### src/rtl/spi_wb_bridge_if.sv
// Wishbone B3 master-side bundle for the SPI-to-Wishbone bridge.
`timescale 1ns/1ps
interface spi_wb_bridge_if;
  logic [31:0] wb_adr_o;
  logic [31:0] wb_dat_o;
  logic [31:0] wb_dat_i;
  logic [3:0]  wb_sel_o;
  logic        wb_we_o;
  logic        wb_cyc_o;
  logic        wb_stb_o;
  logic        wb_ack_i;
  logic        wb_err_i;

  modport master (
    output wb_adr_o, wb_dat_o, wb_sel_o, wb_we_o, wb_cyc_o, wb_stb_o,
    input  wb_dat_i, wb_ack_i, wb_err_i
  );

  modport slave (
    input  wb_adr_o, wb_dat_o, wb_sel_o, wb_we_o, wb_cyc_o, wb_stb_o,
    output wb_dat_i, wb_ack_i, wb_err_i
  );
endinterface

### src/rtl/spi_wb_bridge.sv
// SPI mode-0 target bridging host commands to single 32-bit Wishbone cycles.
// Optional bus watchdog enabled by defining SPI_WB_TIMEOUT_EN.
`timescale 1ns/1ps
module spi_wb_bridge #(
  parameter int SYNC_STAGES    = 2,
  parameter int TIMEOUT_CYCLES = 255
) (
  input  logic clk,
  input  logic rst,
  input  logic spi_sclk,
  input  logic spi_cs_n,
  input  logic spi_mosi,
  output logic spi_miso,
  spi_wb_bridge_if.master wb
);
  // state   | meaning
  // IDLE    | deselected, waiting for cs_n fall
  // CMD     | shifting in command byte
  // ADDR    | shifting in 32-bit address
  // WDATA   | shifting in write words
  // RDUMMY  | dummy byte hiding first read latency
  // RDATA   | shifting out read words
  // STAT    | shifting out status byte
  // IGNORE  | unknown command or finished status, miso held 0
  localparam logic [2:0] IDLE   = 3'd0;
  localparam logic [2:0] CMD    = 3'd1;
  localparam logic [2:0] ADDR   = 3'd2;
  localparam logic [2:0] WDATA  = 3'd3;
  localparam logic [2:0] RDUMMY = 3'd4;
  localparam logic [2:0] RDATA  = 3'd5;
  localparam logic [2:0] STAT   = 3'd6;
  localparam logic [2:0] IGNORE = 3'd7;

  localparam logic BUS_IDLE = 1'b0;
  localparam logic BUS_WAIT = 1'b1;

  logic [SYNC_STAGES-1:0] sclk_q, cs_q, mosi_q;
  logic sclk_s, cs_s, mosi_s, sclk_d, cs_d;
  logic rise, fall, cs_fall;

  logic [2:0]  state;
  logic [4:0]  bit_cnt;
  logic [30:0] rx_sh, tx_sh;
  logic [31:0] rx_next, load_word;
  logic        is_read, ld_pend, miso_r;

  logic        bus_state, cyc, we, req_pend, pend_we, cur_drop, hold_v;
  logic [31:0] adr, dat, pend_dat, hold;
  logic        err_f, ovr_f, tmo;

  logic addr_done, word_done, copy, stat_done;
  logic bus_wait, bus_end, bus_fail, rd_live, hold_ok, can_take;
  logic wr_acc, wr_ovr, rd_req, req, copy_ovr;
  logic [31:0] rd_word, tx_word;

  always_ff @(posedge clk or posedge rst) begin
    if (rst) begin
      sclk_q <= '0;
      cs_q   <= '1;
      mosi_q <= '0;
      sclk_d <= 1'b0;
      cs_d   <= 1'b1;
    end else begin
      sclk_q <= {sclk_q[SYNC_STAGES-2:0], spi_sclk};
      cs_q   <= {cs_q[SYNC_STAGES-2:0], spi_cs_n};
      mosi_q <= {mosi_q[SYNC_STAGES-2:0], spi_mosi};
      sclk_d <= sclk_q[SYNC_STAGES-1];
      cs_d   <= cs_q[SYNC_STAGES-1];
    end
  end

  assign sclk_s  = sclk_q[SYNC_STAGES-1];
  assign cs_s    = cs_q[SYNC_STAGES-1];
  assign mosi_s  = mosi_q[SYNC_STAGES-1];
  assign rise    = ~cs_s & sclk_s & ~sclk_d;
  assign fall    = ~cs_s & ~sclk_s & sclk_d;
  assign cs_fall = ~cs_s & cs_d;

  assign rx_next   = {rx_sh, mosi_s};
  assign addr_done = rise && state == ADDR  && bit_cnt == 5'd31;
  assign word_done = rise && state == WDATA && bit_cnt == 5'd31;
  assign stat_done = rise && state == STAT  && bit_cnt == 5'd7;
  assign copy      = fall && state == RDATA && ld_pend;

  // A completing ack is visible to word/copy logic in the same clk, so it never counts as overrun.
  assign bus_wait = bus_state == BUS_WAIT;
  assign bus_end  = bus_wait & (wb.wb_ack_i | wb.wb_err_i | tmo);
  assign bus_fail = bus_wait & (wb.wb_err_i | tmo);
  assign rd_live  = bus_end & ~we & ~cur_drop;
  assign rd_word  = bus_fail ? 32'hDEADBEEF : wb.wb_dat_i;
  assign hold_ok  = rd_live | hold_v;
  assign tx_word  = rd_live ? rd_word : hold;
  assign can_take = ~req_pend & (~bus_wait | bus_end);
  assign wr_acc   = word_done & can_take;
  assign wr_ovr   = word_done & ~can_take;
  assign rd_req   = (addr_done & is_read) | (copy & (~bus_wait | bus_end));
  assign req      = wr_acc | rd_req;
  assign copy_ovr = copy & ~hold_ok;

  assign load_word = (state == STAT) ? {6'b0, err_f, ovr_f, 24'h0}
                                     : (hold_ok ? tx_word : 32'h0);

  always_ff @(posedge clk or posedge rst) begin
    if (rst) begin
      state   <= IDLE;
      bit_cnt <= '0;
      rx_sh   <= '0;
      tx_sh   <= '0;
      is_read <= 1'b0;
      ld_pend <= 1'b0;
      miso_r  <= 1'b0;
    end else if (cs_s) begin
      state   <= IDLE;
      bit_cnt <= '0;
      rx_sh   <= '0;
      ld_pend <= 1'b0;
      miso_r  <= 1'b0;
    end else begin
      if (rise) begin
        rx_sh   <= rx_next[30:0];
        bit_cnt <= bit_cnt + 5'd1;
      end
      case (state)
        IDLE: if (cs_fall) begin
          state   <= CMD;
          bit_cnt <= '0;
        end
        CMD: if (rise && bit_cnt == 5'd7) begin
          bit_cnt <= '0;
          case (rx_next[7:0])
            8'h02: begin state <= ADDR; is_read <= 1'b0; end
            8'h03: begin state <= ADDR; is_read <= 1'b1; end
            8'h05: begin state <= STAT; ld_pend <= 1'b1; end
            default: state <= IGNORE;
          endcase
        end
        ADDR:   if (addr_done) state <= is_read ? RDUMMY : WDATA;
        RDUMMY: if (rise && bit_cnt == 5'd7) begin
          state   <= RDATA;
          bit_cnt <= '0;
          ld_pend <= 1'b1;
        end
        RDATA:  if (rise && bit_cnt == 5'd31) ld_pend <= 1'b1;
        STAT:   if (stat_done) state <= IGNORE;
        IGNORE: miso_r <= 1'b0;
        default: ;
      endcase
      if (fall && (state == RDATA || state == STAT)) begin
        if (ld_pend) begin
          ld_pend <= 1'b0;
          miso_r  <= load_word[31];
          tx_sh   <= load_word[30:0];
        end else begin
          miso_r  <= tx_sh[30];
          tx_sh   <= {tx_sh[29:0], 1'b0};
        end
      end
    end
  end

  always_ff @(posedge clk or posedge rst) begin
    if (rst) begin
      bus_state <= BUS_IDLE;
      cyc       <= 1'b0;
      we        <= 1'b0;
      adr       <= '0;
      dat       <= '0;
      req_pend  <= 1'b0;
      pend_we   <= 1'b0;
      pend_dat  <= '0;
      cur_drop  <= 1'b0;
      hold      <= '0;
      hold_v    <= 1'b0;
    end else begin
      if (addr_done)    adr <= {rx_next[31:2], 2'b00};
      else if (bus_end) adr <= adr + 32'd4;

      case (bus_state)
        BUS_IDLE: begin
          if (req_pend && !(cs_s && !pend_we)) begin
            bus_state <= BUS_WAIT;
            cyc       <= 1'b1;
            we        <= pend_we;
            if (pend_we) dat <= pend_dat;
            req_pend  <= 1'b0;
            cur_drop  <= 1'b0;
          end else if (req) begin
            bus_state <= BUS_WAIT;
            cyc       <= 1'b1;
            we        <= wr_acc;
            if (wr_acc) dat <= rx_next;
            cur_drop  <= 1'b0;
          end
        end
        default: begin
          if (bus_end) begin
            bus_state <= BUS_IDLE;
            cyc       <= 1'b0;
            we        <= 1'b0;
            if (req) begin
              req_pend <= 1'b1;
              pend_we  <= wr_acc;
              pend_dat <= rx_next;
            end
          end else if (cs_s) begin
            cur_drop <= 1'b1;
          end
        end
      endcase
      // Reads queued for a frame that has since been deselected are abandoned.
      if (cs_s && !pend_we) req_pend <= 1'b0;

      if (cs_s)         hold_v <= 1'b0;
      else if (copy)    hold_v <= 1'b0;
      else if (rd_live) begin
        hold   <= rd_word;
        hold_v <= 1'b1;
      end
    end
  end

  always_ff @(posedge clk or posedge rst) begin
    if (rst) begin
      err_f <= 1'b0;
      ovr_f <= 1'b0;
    end else begin
      if (stat_done) begin
        err_f <= 1'b0;
        ovr_f <= 1'b0;
      end
      if (bus_fail)          err_f <= 1'b1;
      if (wr_ovr | copy_ovr) ovr_f <= 1'b1;
    end
  end

`ifdef SPI_WB_TIMEOUT_EN
  localparam int TMO_W = $clog2(TIMEOUT_CYCLES + 1);
  logic [TMO_W-1:0] tmo_cnt;

  always_ff @(posedge clk or posedge rst) begin
    if (rst)                 tmo_cnt <= '0;
    else if (!bus_wait)      tmo_cnt <= TMO_W'(TIMEOUT_CYCLES - 1);
    else if (tmo_cnt != '0)  tmo_cnt <= tmo_cnt - 1'b1;
  end

  assign tmo = bus_wait & (tmo_cnt == '0);
`else
  // No watchdog in this build; the parameter is kept so both builds share one interface.
  assign tmo = (TIMEOUT_CYCLES < 0);
`endif

  assign wb.wb_adr_o = adr;
  assign wb.wb_dat_o = dat;
  assign wb.wb_we_o  = we;
  assign wb.wb_cyc_o = cyc;
  assign wb.wb_stb_o = cyc;
  assign wb.wb_sel_o = {4{cyc}};
  assign spi_miso    = miso_r;
endmodule

### src/flat_wrapper.sv
// flat-port wrapper written by rule: the top's interface ports become plain ports
module spi_wb_bridge_flat 
#(
  parameter int SYNC_STAGES    = 2,
  parameter int TIMEOUT_CYCLES = 255
)
  (clk, rst, spi_sclk, spi_cs_n, spi_mosi, spi_miso, wb_wb_adr_o, wb_wb_dat_o, wb_wb_sel_o, wb_wb_we_o, wb_wb_cyc_o, wb_wb_stb_o, wb_wb_dat_i, wb_wb_ack_i, wb_wb_err_i);
  spi_wb_bridge_if wb_i ();
  input  logic clk;
  input  logic rst;
  input  logic spi_sclk;
  input  logic spi_cs_n;
  input  logic spi_mosi;
  output logic spi_miso;
  output wire logic [$bits(wb_i.wb_adr_o)-1:0] wb_wb_adr_o;
  output wire logic [$bits(wb_i.wb_dat_o)-1:0] wb_wb_dat_o;
  output wire logic [$bits(wb_i.wb_sel_o)-1:0] wb_wb_sel_o;
  output wire logic [$bits(wb_i.wb_we_o)-1:0] wb_wb_we_o;
  output wire logic [$bits(wb_i.wb_cyc_o)-1:0] wb_wb_cyc_o;
  output wire logic [$bits(wb_i.wb_stb_o)-1:0] wb_wb_stb_o;
  input wire logic [$bits(wb_i.wb_dat_i)-1:0] wb_wb_dat_i;
  input wire logic [$bits(wb_i.wb_ack_i)-1:0] wb_wb_ack_i;
  input wire logic [$bits(wb_i.wb_err_i)-1:0] wb_wb_err_i;
  assign wb_wb_adr_o = wb_i.wb_adr_o;
  assign wb_wb_dat_o = wb_i.wb_dat_o;
  assign wb_wb_sel_o = wb_i.wb_sel_o;
  assign wb_wb_we_o = wb_i.wb_we_o;
  assign wb_wb_cyc_o = wb_i.wb_cyc_o;
  assign wb_wb_stb_o = wb_i.wb_stb_o;
  assign wb_i.wb_dat_i = wb_wb_dat_i;
  assign wb_i.wb_ack_i = wb_wb_ack_i;
  assign wb_i.wb_err_i = wb_wb_err_i;
  spi_wb_bridge #(.SYNC_STAGES(SYNC_STAGES), .TIMEOUT_CYCLES(TIMEOUT_CYCLES)) u_core (.clk(clk), .rst(rst), .spi_sclk(spi_sclk), .spi_cs_n(spi_cs_n), .spi_mosi(spi_mosi), .spi_miso(spi_miso), .wb(wb_i));
endmodule
### config.mk
export PLATFORM = sky130hd
export DESIGN_NAME = spi_wb_bridge_flat
export DESIGN_NICKNAME = d
export VERILOG_FILES = /design/src/rtl/spi_wb_bridge_if.sv /design/src/rtl/spi_wb_bridge.sv /design/src/flat_wrapper.sv
export SDC_FILE = /design/constraint.sdc
export NUM_CORES = 1
export LEC_CHECK = 0
export BUFFER_PORTS_ARGS = -buffer_cell sky130_fd_sc_hd__buf_2
export CAP_MARGIN = 0
export CORE_MARGIN = 2
export CORE_UTILIZATION = 56
export CTS_BUF_LIST = sky130_fd_sc_hd__clkbuf_8
export DETAILED_ROUTE_END_ITERATION = 8
export HOLD_SLACK_MARGIN = 0.03
export PLACE_DENSITY = 0.85
export SLEW_MARGIN = 25
export SYNTH_ARGS = -nofsm -noshare
export SYNTH_HDL_FRONTEND = slang
export SYNTH_SLANG_ARGS = --single-unit
### constraint.sdc
create_clock -name clk -period 10.15 [get_ports clk]
set_input_delay 2.03 -clock clk [delete_from_list [all_inputs] [get_ports clk]]
set_output_delay 2.03 -clock clk [all_outputs]
set_load 0.02 [all_outputs]
# After elaboration in Yosys (flattened, before gate mapping)
# Cells that the tools add are included.
[word_totals]
register_bits = 218
in_bits = 39
out_inout_bits = 72
word_cells = 187
[classes]
add_sub_neg = 2
eq_ne = 23
muxes = 66
n_bitwise = 31
n_reduce_logical = 40
[op_table]
columns = ["operator", "n"]
rows = [
  ["two-way mux 32 bit", 10],
  ["two-way mux 31 bit", 3],
  ["two-way mux 1 bit", 37],
  ["adder 32 x 3 -> 32 bit (second input constant)", 1],
  ["two-way mux 3 bit", 7],
  ["two-way mux 5 bit", 4],
  ["equality test 8 x 2 -> 1 bit (second input constant)", 2],
  ["bitwise AND 1 bit", 15],
  ["inequality test 3 x 1 -> 1 bit (second input constant)", 5],
  ["case mux 3 bit (5 select lines)", 1],
  ["nonzero test 2 bit", 7],
  ["logical AND 1 bit", 13],
  ["equality test 3 bit (second input constant)", 4],
  ["nonzero test 3 bit", 4],
  ["NOT 1 bit", 10],
  ["case mux 5 bit (2 select lines)", 1],
  ["AND reduction 3 bit", 3],
  ["equality test 8 x 3 -> 1 bit (second input constant)", 1],
  ["AND reduction 4 bit", 2],
  ["equality test 3 x 2 -> 1 bit (second input constant)", 2],
  ["inequality test 3 bit (second input constant)", 2],
  ["OR 1 bit", 6],
  ["case mux 3 bit (2 select lines)", 1],
  ["AND reduction 2 bit", 3],
  ["other kinds (14)", 18],
]

# Longest topological paths before layout
[depth]
depth_word = 12
depth_mapped = 10
depth_no_buf = 8

# Worst setup path after synthesis
# OpenSTA, ideal clock, no wires.
[synth_path]
path_kind = "input-to-reg"
startpoint = "input wb_wb_err_i"
endpoint = "register u_core.pend_dat[20]"
setup_ps = 125
t_arrival_ps = 3331
required_time_ps = 10025
slack_ps = 6694
path_stages = 6
path_buffers = 1
path_cell_list = "nor2_1 -> a21o_1 -> a21oi_4 -> o21ai_2 -> buf_6 -> mux2_2"
[synth_via]
elab_chain_len = 7
elab_cells_between_ends = 9
classes_between = "bitwise: 8; reduce/logical: 1"
[synth_lines]
columns = ["item", "line_no", "text"]
rows = [
  ["start, declared", "flat_wrapper.sv:23", "input wire logic [$bits(wb_i.wb_err_i)-1:0] wb_wb_err_i;"],
  ["OR 1 bit (*)", "spi_wb_bridge.sv:87", "assign bus_end = bus_wait & (wb.wb_ack_i | wb.wb_err_i | tmo);"],
  ["bitwise AND 1 bit (*)", "spi_wb_bridge.sv:87", ""],
  ["OR 1 bit", "spi_wb_bridge.sv:93, spi_wb_bridge.sv:96", ""],
  ["bitwise AND 1 bit (on tied branches)", "spi_wb_bridge.sv:93, spi_wb_bridge.sv:96", ""],
  ["bitwise AND 1 bit / OR 1 bit (equally long branches)", "spi_wb_bridge.sv:94, spi_wb_bridge.sv:96", ""],
  ["OR 1 bit", "spi_wb_bridge.sv:97", "assign req = wr_acc | rd_req;"],
  ["AND reduction 3 bit (no source line) (*)", "-", ""],
  ["end signal, assigned", "spi_wb_bridge.sv:203", "pend_dat <= rx_next;"],
  ["end, declared", "spi_wb_bridge.sv:48", "logic [31:0] adr, dat, pend_dat, hold;"],
]
# Mark *: on every way between the ends. The rest lies on a longest branch, timed or not.
# A chain may end at the register's enable or synchronous reset.

# Worst setup path in the final report
[layout_path]
startpoint = "input wb_wb_err_i"
endpoint = "register u_core.adr[31] (netlist: u_core.wb.wb_adr_o[31])"
[layout_via]
elab_chain_len = 3
[layout_lines]
columns = ["item", "line_no", "text"]
rows = [
  ["OR 1 bit", "spi_wb_bridge.sv:87", ""],
  ["bitwise AND 1 bit", "spi_wb_bridge.sv:87", ""],
  ["nonzero test 2 bit (no source line)", "-", ""],
  ["end signal, assigned", "spi_wb_bridge.sv:175", "if (addr_done) adr <= {rx_next[31:2], 2'b00};"],
  ["end signal, assigned", "spi_wb_bridge.sv:176", "else if (bus_end) adr <= adr + 32'd4;"],
  ["end, declared", "spi_wb_bridge.sv:48", ""],
]
# No other way between the ends.

==> results.sh <==
export IMPL_ff2ff_setup_slack_ps=7100
export IMPL_clk_pin_slew_ps=60
export IMPL_area_delta_synth_final_pct=13.0
export IMPL_finalSetupViolCount=0
export IMPL_cts_hold_buf=0
export IMPL_synth_seq_cells=216
export IMPL_vias=7432
export IMPL_final_cell_mix="dfrtp_1, buf_2, nor2_1, a21oi_1, nand2_1"
export IMPL_cts_tree="yes"
export IMPL_avgSynthCellArea_um2=10.6
export IMPL_start_kind="input pin"
export IMPL_yosysSeqAreaShare_pct=53.6
export IMPL_finalCritPeriodShare_pct=36.6
export IMPL_critPathCaptureType="flip-flop"
export IMPL_worst_hold_slack_ps=351
export IMPL_relSlewSlack_pct=31.7
export IMPL_start_util_pct=56.6
export IMPL_layout_drive_gt1_share_pct=24.0
export IMPL_fmax_ghz=0.269
export IMPL_area_sequential_um2=5410
export IMPL_synth_edff_count=0
export IMPL_clkLatencyLatePin_ps=520
export IMPL_worst_pin_slew_ps=1020
export IMPL_drc=0
export IMPL_cts_sinks=216
export IMPL_synth_distinct_cells=59
export IMPL_wl_um=22000
export IMPL_final_nets=1078
export IMPL_cts_path_max_buffers=3
export IMPL_hold_path_class="reg -> reg"
export IMPL_crit_type="in -> reg"
export IMPL_layout_commonest_cell="dfrtp_1"
export IMPL_p_leak_nw=5.60
export IMPL_drt_pass1_iter_count=5
export IMPL_crit_slowest_cell="nor2_1"
export IMPL_yosysWarnings=0
export IMPL_hp_start="u_core.cs_q[0]$_DFF_PP1_"
export IMPL_htreeDepth=2
export IMPL_hpwl_um=13700
export IMPL_io_pins=111
export IMPL_hold_viol=0
export IMPL_die_x_um=138
export IMPL_io_buffers=108
export IMPL_gp_congestion=0.822
export IMPL_rows=49
export IMPL_die_h_um=138
export IMPL_async_reset_ff_share_pct=100
export IMPL_powerDensity_nw_per_um2=168
export IMPL_vias_per_cell=5.76
export IMPL_antenna_cells=0
export IMPL_cp_max_fo=12
export IMPL_drt_wirelength_per_cell_um=17.1
export IMPL_drv_cap=0
export IMPL_grt_pass1_vias=7280
export IMPL_fillers=1370
export IMPL_grt_antenna_before_repair=0
export IMPL_root_buffer="clkbuf_8"
export IMPL_cp_arrival_ps=4130
export IMPL_fin_worst_skew_ps=18.2
export IMPL_crit_path_start="wb_wb_err_i"
export IMPL_irDropWorstVdd_mv=0.102
export IMPL_slowest_delay_ps=830
export IMPL_worstPathCellList="buf_2, o21ai_2, nor2_1, nand3_1, or4b_1, o2111ai_1"
export IMPL_drtIter0Drc=635
export IMPL_drv_slew=0
export IMPL_core_um2=17800
export IMPL_drtAntennaViolNets=0
export IMPL_multi_input_area_um2=4230
export IMPL_dieArea_um2=19100
export IMPL_post_cts_buffers=0
export IMPL_syn_cell_area_um2=10100
export IMPL_netlist_instances=950
export IMPL_grt_use_total_pct=23.2
export IMPL_fin_crit_ps=3710
export IMPL_synth_top_flop_cell="dfrtp_1"
export IMPL_rsz0062_at_grt="no"
export IMPL_grt_pass1_wl_um=36600
export IMPL_cts_repair_resized=0
export IMPL_pre_cts_slack_ps=5820
export IMPL_tns_ps=0
export IMPL_required_ps=10570
export IMPL_grt_max_degree=137
export IMPL_r2r_start="u_core.bit_cnt[0]$_DFF_PP0_"
export IMPL_status="completed"
export IMPL_cts_buffers=36
export IMPL_grt_ovfl_total=0
export IMPL_setup_ws_ps=6440
## state kept, by name, indices dropped and copies added, names as in the netlist, 2 cells and up
signal and flops:
u_core.rx_sh 31, u_core.wb.wb_adr_o 30, u_core.wb.wb_dat_o 32, u_core.cs_q 2
u_core.sclk_q 2, u_core.mosi_q 2, u_core.bit_cnt 5, u_core.pend_dat 32
u_core.tx_sh 31, u_core.state 3, u_core.hold 32
## kinds of logic (layout without fill, tap and decap cells)
family	after synthesis	count (layout)	synth area share [%]
and+or+nand+nor	268	268	12.9
adders and majority gates	3	3	0.372
xor gates and xnor gates	32	32	2.78
other	1	2	0.0372
AOI/OAI and AO/OA	230	230	15.4
muxes	95	95	9.87
buffers and inverters	105	215	5.01
DFF	216	216	53.6
## where the power goes
group	total [mW]	internal, mW	switching (mW)
clock network	0.717	0.379	0.338
registers	0.984	0.931	0.0532
logic	0.215	0.0775	0.138
total	1.92	1.39	0.529
## cell type report
cell class                      instances  share of cell area (%)
Clock inverter                         21                   0.845
Tap cell                              229                    2.51
Sequential cell                       216                    47.5
Inverter                               33                    1.15
Timing Repair Buffer                  119                    5.85
Multi-Input combinational cell        630                    37.1
Clock buffer                           42                    5.07
## stage by stage
| step | util (%) | instances | area, µm² | power, mW |
|---|---|---|---|---|
| 4_1_cts | 63.5 | 1288 | 11300 | 1.93 |
| 3_5_place_dp | 59.7 | 1225 | 10700 | 1.21 |
| 2_1_floorplan | - | 951 | 10100 | 1.15 |
| 3_3_place_gp | 59.7 | 1225 | 10600 | 1.20 |
| 5_1_grt | 63.9 | 1290 | 11400 | 2.01 |
| 6_report | 63.9 | 1290 | 11400 | 1.92 |
## layer usage
| layer | track usage (%) | vias up | share of wire [%] |
|---|---|---|---|
| met5 | 0 | - | 0 |
| met4 | 9.02 | 0 | 2.3 |
| met3 | 4.64 | 38 | 6.0 |
| met2 | 37.3 | 246 | 48 |
| met1 | 31.4 | 3635 | 43 |
| li1 | - | 3513 | - |
## worst max-delay path, delay by kind of cell
family	cells	cell delay (ps)
AND/OR/NAND/NOR	3	1700
AO/OA/AOI/OAI	2	270
buffers and inverters	1	120
## synthesized netlist by cell type (4+ instances only)
master / count / share of area, %
mux2i_1: 59 / 5.9
inv_1: 33 / 1.2
nor2b_1: 4 / 0.25
buf_1: 6 / 0.22
o221a_2: 22 / 2.5
a2bb2oi_1: 7 / 0.61
a31oi_1: 12 / 0.74
dfrtp_1: 213 / 53
a21oi_1: 87 / 4.3
o21ai_0: 42 / 2.1
nand4_1: 16 / 0.99
and3_1: 5 / 0.31
xnor2_1: 6 / 0.52
mux2_2: 35 / 3.9
nor3_1: 6 / 0.30
nand2_1: 65 / 2.4
buf_4: 13 / 0.97
nor4_1: 4 / 0.25
a21oi_2: 9 / 0.78
a22o_1: 32 / 2.8
buf_2: 14 / 0.69
nor2_1: 88 / 3.3
clkbuf_1: 33 / 1.2
buf_6: 6 / 0.67
nand2b_1: 27 / 1.7
xor2_1: 26 / 2.3
nand3_1: 33 / 1.6
## worst paths after layout
check / end / cells after the start
max: u_core.wb.wb_adr_o[31]$_DFFE_PP0N_ / 6
min: u_core.cs_q[1]$_DFF_PP1_ / 0
max reg2reg: u_core.wb.wb_dat_o[31]$_DFFE_PP0P_ / 9
min reg2reg: u_core.cs_q[1]$_DFF_PP1_ / 0
max in group asynchronous: u_core.hold[31]$_DFFE_PP0P_ / 4
min in group asynchronous: u_core.tx_sh[1]$_DFFE_PP0P_ / 2
(Power assumes the default switching activity.)
